## src/rtl/washer_disp_ctrl.sv

```systemverilog
// Two-digit display controller for the washer: arbitrates error / mode preview / remaining time,
// converts the time to BCD with a sequential double-dabble and applies blinking.
module washer_disp_ctrl #(
   parameter int unsigned TICK_DIV  = 500000,
   parameter int unsigned MODE_HOLD = 6
) (
   input  logic       qclock,
   input  logic       rst_n,
   input  logic [6:0] time_val,
   input  logic       time_run,
   input  logic [3:0] mode_val,
   input  logic       mode_chg,
   input  logic [3:0] err_val,
   input  logic       err_act,
   output logic [3:0] code1,
   output logic [3:0] code2,
   output logic       busy
);

   localparam int unsigned TICK_W   = (TICK_DIV > 2) ? $clog2(TICK_DIV) : 1;
   localparam int unsigned TIME_W   = 7;
   localparam int unsigned BCD_W    = 8;
   localparam int unsigned ITER_W   = 3;
   localparam logic [TICK_W-1:0] TICK_MAX  = TICK_W'(TICK_DIV - 1);
   localparam logic [3:0]        HOLD_INIT = 4'(MODE_HOLD);
   localparam logic [TIME_W-1:0] TIME_MAX  = TIME_W'(99);
   localparam logic [ITER_W-1:0] ITER_LAST = ITER_W'(TIME_W - 1);
   localparam logic [3:0]        CODE_ERR  = 4'hE;
   localparam logic [3:0]        CODE_BLK  = 4'hF;

   typedef enum logic [1:0] {
      ST_IDLE  = 2'd0,
      ST_SHIFT = 2'd1,
      ST_WRITE = 2'd2
   } cvt_state_t;

   logic [TICK_W-1:0] tick_cnt;
   logic              tick_wrap;
   logic              phase;
   logic [3:0]        hold_cnt;

   cvt_state_t        state;
   logic [TIME_W-1:0] time_clamp;
   logic [TIME_W-1:0] last_val;
   logic [TIME_W-1:0] shreg;
   logic [BCD_W-1:0]  bcd_acc;
   logic [ITER_W-1:0] iter;
   logic [2:0]        tens_adj;
   logic [3:0]        units_adj;
   logic [3:0]        tens;
   logic [3:0]        units;

   logic [3:0]        sel_code1;
   logic [3:0]        sel_code2;

   // Free-running blink generator; phase 1 means blank
   assign tick_wrap = (tick_cnt == TICK_MAX);

   always_ff @(posedge qclock or negedge rst_n) begin
      if (!rst_n) begin
         tick_cnt <= '0;
         phase    <= 1'b0;
      end else if (tick_wrap) begin
         tick_cnt <= '0;
         phase    <= ~phase;
      end else begin
         tick_cnt <= tick_cnt + TICK_W'(1);
      end
   end

   // Mode preview hold, counted in blink half-periods; a fresh load beats a toggle
   always_ff @(posedge qclock or negedge rst_n) begin
      if (!rst_n) begin
         hold_cnt <= 4'd0;
      end else if (mode_chg) begin
         hold_cnt <= HOLD_INIT;
      end else if (tick_wrap && (hold_cnt != 4'd0)) begin
         hold_cnt <= hold_cnt - 4'd1;
      end
   end

   assign time_clamp = (time_val > TIME_MAX) ? TIME_MAX : time_val;

   // Double-dabble adjust; the tens nibble only needs its low 3 bits since the
   // top bit is shifted out and the clamped value keeps it below 10
   always_comb begin
      tens_adj  = bcd_acc[6:4];
      units_adj = bcd_acc[3:0];
      if (bcd_acc[7:4] >= 4'd5) begin
         tens_adj = 3'(bcd_acc[6:4] + 3'd3);
      end
      if (bcd_acc[3:0] >= 4'd5) begin
         units_adj = 4'(bcd_acc[3:0] + 4'd3);
      end
   end

   // Binary-to-BCD converter
   always_ff @(posedge qclock or negedge rst_n) begin
      if (!rst_n) begin
         state    <= ST_IDLE;
         last_val <= '0;
         shreg    <= '0;
         bcd_acc  <= '0;
         iter     <= '0;
         tens     <= 4'd0;
         units    <= 4'd0;
         busy     <= 1'b0;
      end else begin
         case (state)
            ST_IDLE: begin
               if (time_clamp != last_val) begin
                  shreg    <= time_clamp;
                  last_val <= time_clamp;
                  bcd_acc  <= '0;
                  iter     <= '0;
                  busy     <= 1'b1;
                  state    <= ST_SHIFT;
               end
            end
            ST_SHIFT: begin
               bcd_acc <= {tens_adj, units_adj, shreg[TIME_W-1]};
               shreg   <= {shreg[TIME_W-2:0], 1'b0};
               iter    <= iter + ITER_W'(1);
               if (iter == ITER_LAST) begin
                  state <= ST_WRITE;
               end
            end
            ST_WRITE: begin
               tens  <= bcd_acc[7:4];
               units <= bcd_acc[3:0];
               busy  <= 1'b0;
               state <= ST_IDLE;
            end
            default: begin
               busy  <= 1'b0;
               state <= ST_IDLE;
            end
         endcase
      end
   end

   // Source priority: error, then mode preview, then remaining time
   always_comb begin
      sel_code1 = CODE_BLK;
      sel_code2 = CODE_BLK;
      if (err_act) begin
         if (!phase) begin
            sel_code1 = CODE_ERR;
            sel_code2 = err_val;
         end
      end else if (hold_cnt != 4'd0) begin
         sel_code1 = 4'd0;
         sel_code2 = mode_val;
      end else if (!(phase && !time_run && ({tens, units} != 8'd0))) begin
         sel_code1 = tens;
         sel_code2 = units;
      end
   end

   always_ff @(posedge qclock or negedge rst_n) begin
      if (!rst_n) begin
         code1 <= CODE_BLK;
         code2 <= CODE_BLK;
      end else begin
         code1 <= sel_code1;
         code2 <= sel_code2;
      end
   end

endmodule

```

## config.mk

```make
export PLATFORM = sky130hd
export DESIGN_NAME = washer_disp_ctrl
export DESIGN_NICKNAME = d
export VERILOG_FILES = /design/src/rtl/washer_disp_ctrl.sv
export SDC_FILE = /design/constraint.sdc
export NUM_CORES = 1
export LEC_CHECK = 0
export BUFFER_PORTS_ARGS = -buffer_cell sky130_fd_sc_hd__buf_2
export CORE_ASPECT_RATIO = 0.75
export CORE_MARGIN = 10
export CORE_UTILIZATION = 59
export CTS_CLUSTER_SIZE = 16
export DETAILED_ROUTE_END_ITERATION = 16
export PLACE_DENSITY = 0.79
export SKIP_LAST_GASP = 1
export SLEW_MARGIN = 0
export SYNTH_ARGS = -nofsm -noshare
export SYNTH_HDL_FRONTEND = slang
export SYNTH_SLANG_ARGS = --single-unit
```

## constraint.sdc

```tcl
create_clock -name qclock -period 2.7 [get_ports qclock]
set_input_delay 0.27 -clock qclock [delete_from_list [all_inputs] [get_ports qclock]]
set_output_delay 0.27 -clock qclock [all_outputs]
set_load 0.01 [all_outputs]
```

; ---- Yosys cells after proc, flatten, opt, wreduce, memory -nomap -nowiden
; Index checks and enable logic that the tools add are counted.
[word_totals]
wordCells = 68
regBits = 68
[op_classes]
n_addsub = 5
n_eq_ne = 7
n_reduce_logical = 13
n_lt_le_gt_ge = 3
bitwise_logic = 2
muxes = 25
[op_table]
columns = op, n
row1 = $mux W4, 10
row2 = $add A19 B1 Y19 const B, 1
row3 = $eq A19 B19 Y1 const B, 1
row4 = $mux W19, 1
row5 = $pmux W8 S2, 1
row6 = $mux W7, 2
row7 = $pmux W7 S2, 1
row8 = $ge A4 B3 Y1 const B, 2
row9 = $mux W8, 1
row10 = $reduce_and A2 Y1, 4
row11 = $reduce_bool A8 Y1, 1
row12 = $gt A7 B7 Y1 const B, 1
row13 = $ne A7 B7 Y1, 1
row14 = $mux W3, 2
row15 = $pmux W3 S2, 1
row16 = $add A4 B2 Y4 const B, 1
row17 = $mux W2, 2
row18 = $ne A2 B2 Y1 const B, 2
row19 = $pmux W2 S2, 1
row20 = $reduce_bool A2 Y1, 2
row21 = $reduce_bool A4 Y1, 1
row22 = $sub A4 B1 Y4 const B, 1
row23 = $add A3 B1 Y3 const B, 1
row24 = $add A3 B2 Y3 const B, 1
row25 = 9 further kinds, 13

; ---- Longest topological paths before layout
; Gate-level depths: netlist of the first run.
[depth]
word_depth = 6
ltp_mapped = 7

; ---- Worst setup path before layout of the first run
; OpenSTA, ideal clock, no wires.
[synth_timing]
path_kind = flip-flop to flip-flop
from = register tick_cnt[7]
to = register hold_cnt[3]
n_path_buf = 0
arrival_ns = 1.986
required_ns = 2.623
stages_incl_launch_ff = 5
setup_slack_ns = 0.636
synth_period_minus_slack_ns = 2.064
cell_sequence = dfrtp_1 -> or4b_1 -> or4_4 -> or4_1 -> a21oi_1
[synth_via]
elab_chain_cells = 3
[synth_rtl]
columns = item, line_no
row1 = start: declaration, 37  ; logic [TICK_W-1:0] tick_cnt;
row2 = start signal: assignment, 67  ; tick_cnt <= tick_cnt + TICK_W'(1);
row3 = $eq A19 B19 Y1, 57  ; assign tick_wrap = (tick_cnt == TICK_MAX);
row4 = $logic_and A1 B1 Y1, 77  ; end else if (tick_wrap && (hold_cnt != 4'd0)) begin
row5 = $reduce_bool A2 Y1 (no source line), --
row6 = end signal: assignment, 78  ; hold_cnt <= hold_cnt - 4'd1;
row7 = end: declaration, 40  ; logic [3:0] hold_cnt;
; Every way passes these cells.
; A chain may end at the register's enable or synchronous reset.

; ---- Worst setup path after layout of the first run
; Ends and elaborated chain as after synthesis.

==> impl_metrics.toml, run 1 <==
[run_status]
outcome = "completed"

[drt]
totalWireLength_mm = 6.757
ant_nets = 0
firstDrtPassIters = 5
dr.first_iter.drc_count = 123
vias = 2580
viasPerCell = 5.670
drc_errors = 0
wl_per_cell_um = 14.85

[place]
placed_area_um2 = 3590
post-place-ws_ns = 0.5369
gp_congestion = 0.8118
dpl.cell_count = 438
port_buffers = 28
hpwlAfterDp_mm = 4.806

[global_route]
antenna_found_initial = 0
overflow = 0
grt_usage = 0.1557
busiest_layer = "met2"
use_met2 = 0.2435
grt_max_degree = 39
met3_usage = 0.05211
grt_pass1_wl_mm = 11.58
met1_usage = 0.1910
grt_pass1_vias = 2588

[worst_setup_path]
cp.required_ns = 2.98
path_class = "reg2reg"
crit_fanout = 6
reg2reg_from = "tick_cnt[7]"
endpoint_kind = "register"
startpoint_type = "register"
reg2reg_depth = 4
reg2reg_slack_ns = 0.51
worst_ep_arrival_time_ns = 2.46
r2r-end = "hold_cnt[3]"

[die]
die_w_um = 106.9
floorplan.rows = 23
ioPinCount = 29
die_y_um = 85.16
start_util = 0.6173
die_area_um2 = 9101
core_um2 = 5410

[layout]
instances_no_fill = 455
drive_above_1_share = 0.1789
num-nets-final = 403
areaGrowthSynthToFinish_pct = 15.25
final_area_um2 = 3849
num_antenna_cells = 0

[synth]
ys_ff_latch = 68
synth_nets = 367
yosys_warnings = 0
synthTopCellsByArea = "dfrtp_1 (45%), dfstp_2 (6.3%), nand2_1 (4.9%), o21ai_0 (4.2%), xnor2_1 (4.2%)"
async_flop_share = 1.000
synth_edf_count = 0
yosysMostFrequentCell = "dfrtp_1"
synthCells = 339
ys_top_cells_by_count = "dfrtp_1 (60), nand2_1 (44), o21ai_0 (28)"
synth_ff_type = "dfrtp_1"
synth_area_um2 = 3339
yosysUniqueCellTypes = 59
synth_area_leader_cell = "dfrtp_1"
syn_area_per_cell_um2 = 9.851
yosys.area.top_type_share = 0.4496
ys_seq_area_frac = 0.5126

[clock_network]
cts_buffers = 9
clock_path_buffers = 2
clkSlewWorstSetupHoldPaths_ns = 0.08
cts_tree = "done"
cts_max_level = 3
cts-root-buf = "clkbuf_8"
clock_insertion_delay_worst_skew_ns = 0.35
cts.sinks = 68

[sta]
rsz0062_at_grt = "no"
fin_setup_tns_ns = 0
tightest_slew_ns = 0.6867
timing.fmax_mhz = 457.3
relSlewSlack = 0.5422
setup_ws_ns = 0.5131
drv_slew = 0
hold_viol_final = 0
fin_crit_ns = 2.187
fin_skew_ns = 0.009233
post-route-period-util = 0.8100
setup_viol = 0

[pwr]
combPwrFrac = 0.281
p_total_mw = 3.458
ir_drop_mv = 0.5203
swShare = 0.3299
pwr-share-seq = 0.421
p_clk_frac = 0.298
power_leakage_nw = 1.765
internal_power_mw = 2.317
p_per_area_nw_per_um2 = 898.4
p_switching_mw = 1.141

[worst_hold_path]
hold_end = "hold_cnt[3]"
hold_path_depth = 2
hold_class = "in2reg"
hp-start = "mode_chg"

[job]
maxCapViolations = 0
[worst max-delay path by stage]
stage                             end  slack, ns   startpoint
after floorplan           hold_cnt[3]       0.64  tick_cnt[7]
after global placement    hold_cnt[3]       0.56  tick_cnt[7]
after detailed placement  hold_cnt[3]       0.54  tick_cnt[7]
after CTS                 hold_cnt[3]       0.51  tick_cnt[7]
after global routing      hold_cnt[3]       0.40  tick_cnt[6]
final                     hold_cnt[3]       0.51  tick_cnt[7]
[registers in the layout, summed over array words and instances, names as in the netlist]
name,flops
bcd_acc,8
busy,1
code1,4
code2,4
hold_cnt,4
iter,3
last_val,7
phase,1
shreg,7
state,2
tens,4
tick_cnt,19
units,4
[critical path, stage by stage, from the launching register on]
cell and delay (ns):
dfrtp_1 0.44, or4b_1 0.58, or4_4 0.47, or4_1 0.47
a21oi_1 0.14
[cell type report]
class / instances / area (µm²)
fill: 434 / 1562
inverter: 25 / 93.84
timing repair buffer: 35 / 207.7
sequential: 68 / 1712
clock inverter: 6 / 111.4
clock buffer: 10 / 137.6
tap: 75 / 93.84
multi-input combinational: 236 / 1493
[power by group through the flow]
stage	logic [mW]	registers, mW	clock network (mW)
global placement	0.921	1.46	0
CTS	0.982	1.45	1.05
floorplan	0.753	1.41	0
detailed placement	0.972	1.47	0
global route	1.11	1.49	1.09
finish	0.972	1.46	1.03
[repair_timing]
item | CTS | global route
hold buffers | 1 | 0
endpoints found under the hold margin | 22 | 0
resized for setup | 0 | 0
setup buffers | 0 | 0
[cells by family after synthesis]
family | synth area share
buffers and inverters | 0.04234
muxes | 0.02173
xor gates and xnor gates | 0.06032
DFF | 0.5126
and+or+nand+nor | 0.1892
AOI/OAI and AO/OA | 0.1439
adders and majority gates | 0.02997
[layer usage]
layer	share of wire	vias to the layer above	routed length, µm
li1	-	1267	-
met1	0.48	1245	3241
met2	0.45	57	3044
met3	0.055	11	371
met4	0.015	0	100
met5	0	-	0
[cells in the final DEF, fill, tap and decap left out, types with 7 or more instances in the layout]
cell       n
buf_2     28
a21oi_1    9
clkbuf_8  10
dfrtp_1   60
nand2_1   44
o21ai_0   28
nand3_1   15
xor2_1     7
dfstp_2    8
xnor2_1   16
inv_1     25
nand4_1    8
ha_1       8
nand2b_1   7
nor2_1    20
[through the flow]
step / util / hold WS, ns
CTS: 0.7114 / 0.1134
global placement: 0.6635 / 0.3540
global route: 0.7114 / 0.1313
finish: 0.7114 / 0.1243
floorplan: - / -0.02559
detailed placement: 0.6635 / 0.3534
(Power assumes the default switching activity.)
==> inputs of run 2 (changes only) <==
--- a/config.mk
+++ b/config.mk
@@ -8,10 +8,10 @@
 export BUFFER_PORTS_ARGS = -buffer_cell sky130_fd_sc_hd__buf_2
 export CORE_ASPECT_RATIO = 0.75
 export CORE_MARGIN = 10
-export CORE_UTILIZATION = 59
+export CORE_UTILIZATION = 53
 export CTS_CLUSTER_SIZE = 16
 export DETAILED_ROUTE_END_ITERATION = 16
-export PLACE_DENSITY = 0.79
+export PLACE_DENSITY = 0.75
 export SKIP_LAST_GASP = 1
 export SLEW_MARGIN = 0
 export SYNTH_ARGS = -nofsm -noshare
==> constraint.sdc (replaced) <==
create_clock -name qclock -period 1.8 [get_ports qclock]
set_input_delay 0.18 -clock qclock [delete_from_list [all_inputs] [get_ports qclock]]
set_output_delay 0.18 -clock qclock [all_outputs]
set_load 0.01 [all_outputs]
==> run 2 against run 1 <==
Compared with the run above:
- total power increased by 47%
- fmax is 6.9% higher
- largest power group unchanged
- critical endpoint unchanged
- global-route usage down 0.25 points
- design area up 7.5%
- count of clock-buffer cells in the layout fell by 1
- final cell count up 7.5%
- sequential power up 50%
- first-iteration DRC count is 0.81% lower
- the flow now finishes with violations (negative setup slack)
==> impl_metrics.toml, run 2 (same netlist as run 1, synthesis figures left out) <==
[drt]
viasPerCell = 5.591
wl_per_cell_um = 14.92
dr.first_iter.drc_count = 122
drc_errors = 0
totalWireLength_mm = 7.294
ant_nets = 0
vias = 2734
firstDrtPassIters = 4

[layout]
largest_reg_flops = 19
largest-register = "tick_cnt"
mostFrequentLayoutCell = "dfrtp_1"
reg.largest.list = "tick_cnt: 19 flops, bcd_acc: 8 flops"
final_area_um2 = 4136
drive_above_1_share = 0.2725
areaGrowthSynthToFinish_pct = 23.87
layout_common_cells = "dfrtp_1 (60), nand2_1 (44), buf_4 (32), buf_2 (29)"
num_antenna_cells = 0
num-nets-final = 434

[worst_hold_path]
hp-start = "err_val[2]"
hold_class = "in2reg"

[worst_setup_path]
crit_fanout = 2
worst_path_most_repeated_cell = "or4_4"
slowest_stage = "or4b_4"
reg2reg_from = "tick_cnt[9]"
max_stage_delay_ns = 0.54
critPathTopFamily = "simple AND/OR/NAND/NOR gates"
endpoint_kind = "register"
cp.required_ns = 2.08
path_class = "reg2reg"
worst_ep_arrival_time_ns = 2.33
crit_buf_inv = 0
crit_start = "tick_cnt[9]"
crit_chain = "or4b_4 > or4_4 > or4_4 > a21oi_2"
startpoint_type = "register"

[global_route]
antenna_found_initial = 0
grt_max_degree = 69
overflow = 0
grt_usage = 0.1532
grt_pass1_wl_mm = 12.54
grt_pass1_vias = 2759

[clock_network]
cts-root-buf = "clkbuf_8"
cts_buffers = 9
clock_path_buffers = 2
clock_insertion_delay_worst_skew_ns = 0.35
cts_max_level = 3
cts_tree = "done"
clkSlewWorstSetupHoldPaths_ns = 0.07
cts.sinks = 68

[place]
port_buffers = 28
hpwlAfterDp_mm = 5.108
placed_area_um2 = 3796
gp_congestion = 0.8526

[pwr]
p_per_area_nw_per_um2 = 1228
ir_drop_mv = 0.9154
power_leakage_nw = 1.928

[die]
die_area_um2 = 9909
ioPinCount = 29
start_util = 0.5617
floorplan.rows = 24
die_w_um = 111.7
die_y_um = 88.75
core_um2 = 5946

[sta]
fin_setup_tns_ns = -0.8383
tightest_slew_ns = 0.4827
fin_crit_ns = 2.045
fin_skew_ns = 0.008950
setup_ws_ns = -0.2452
post-route-period-util = 1.136
drv_slew = 0
rsz0062_at_grt = "yes"
relSlewSlack = 0.6770
hold_viol_final = 0
timing.fmax_mhz = 489.0
timing.hold.ws_ns = 0.04097
setup_viol = 10

[run_status]
violations = "negative setup slack"
outcome = "complete, but fails checks"

[job]
maxCapViolations = 0
[run 2: final cells by class]
cell class / count / area [µm²]
multi-input cells: 236 / 1584
fillers: 448 / 1809
clock inverters: 7 / 76.32
clock buffers: 9 / 123.9
repair buffers: 66 / 449.2
inverters: 25 / 93.84
well taps: 78 / 97.59
flip-flops and latches: 68 / 1712
[run 2: routing by layer]
| layer | up-vias | global-route usage | wire (µm) | part of all wire |
|---|---|---|---|---|
| li1 | 1341 | - | - | - |
| met1 | 1319 | 0.1872 | 3478 | 0.48 |
| met2 | 66 | 0.2503 | 3374 | 0.46 |
| met3 | 8 | 0.05680 | 389 | 0.053 |
| met4 | 0 | 0.04540 | 52 | 0.0071 |
| met5 | - | 0 | 0 | 0 |
[run 2: worst paths after layout]
kind / endpoint / slack (ns) / cells after the start
max in group asynchronous: code2[0] / 1.14 / 3
max reg2reg: hold_cnt[3] / -0.25 / 4
min in group asynchronous: tick_cnt[2] / 0.36 / 3
min: code2[2] / 0.04 / 2
min reg2reg: shreg[3] / 0.49 / 2
max: hold_cnt[3] / -0.25 / 4
[run 2: metrics by stage]
step	utilization	cells	power (mW)	worst slack, ns
floorplan	-	339	3.244	-0.2288
global placement	0.6385	467	3.612	-0.1909
detailed placement	0.6385	467	3.711	-0.2338
CTS	0.6822	486	4.979	-0.2107
global route	0.6957	489	5.433	-0.2865
finish	0.6957	489	5.080	-0.2452
[run 2: report_power, final]
group          switching, mW  total [mW]  internal [mW]
clock                  0.603        1.25          0.645
combinational          0.911        1.64          0.734
sequential             0.289        2.19           1.90
total                   1.80        5.08           3.28
[run 2: repair_timing]
item                                    4_1_cts  5_1_grt
endpoints found under the hold margin        60        0
setup buffers                                 2        1
hold buffers                                  1        0
cloned                                        0        2
endpoints found under the setup margin        7       39
gates resized for setup                       8       15
pin swaps                                     3        7
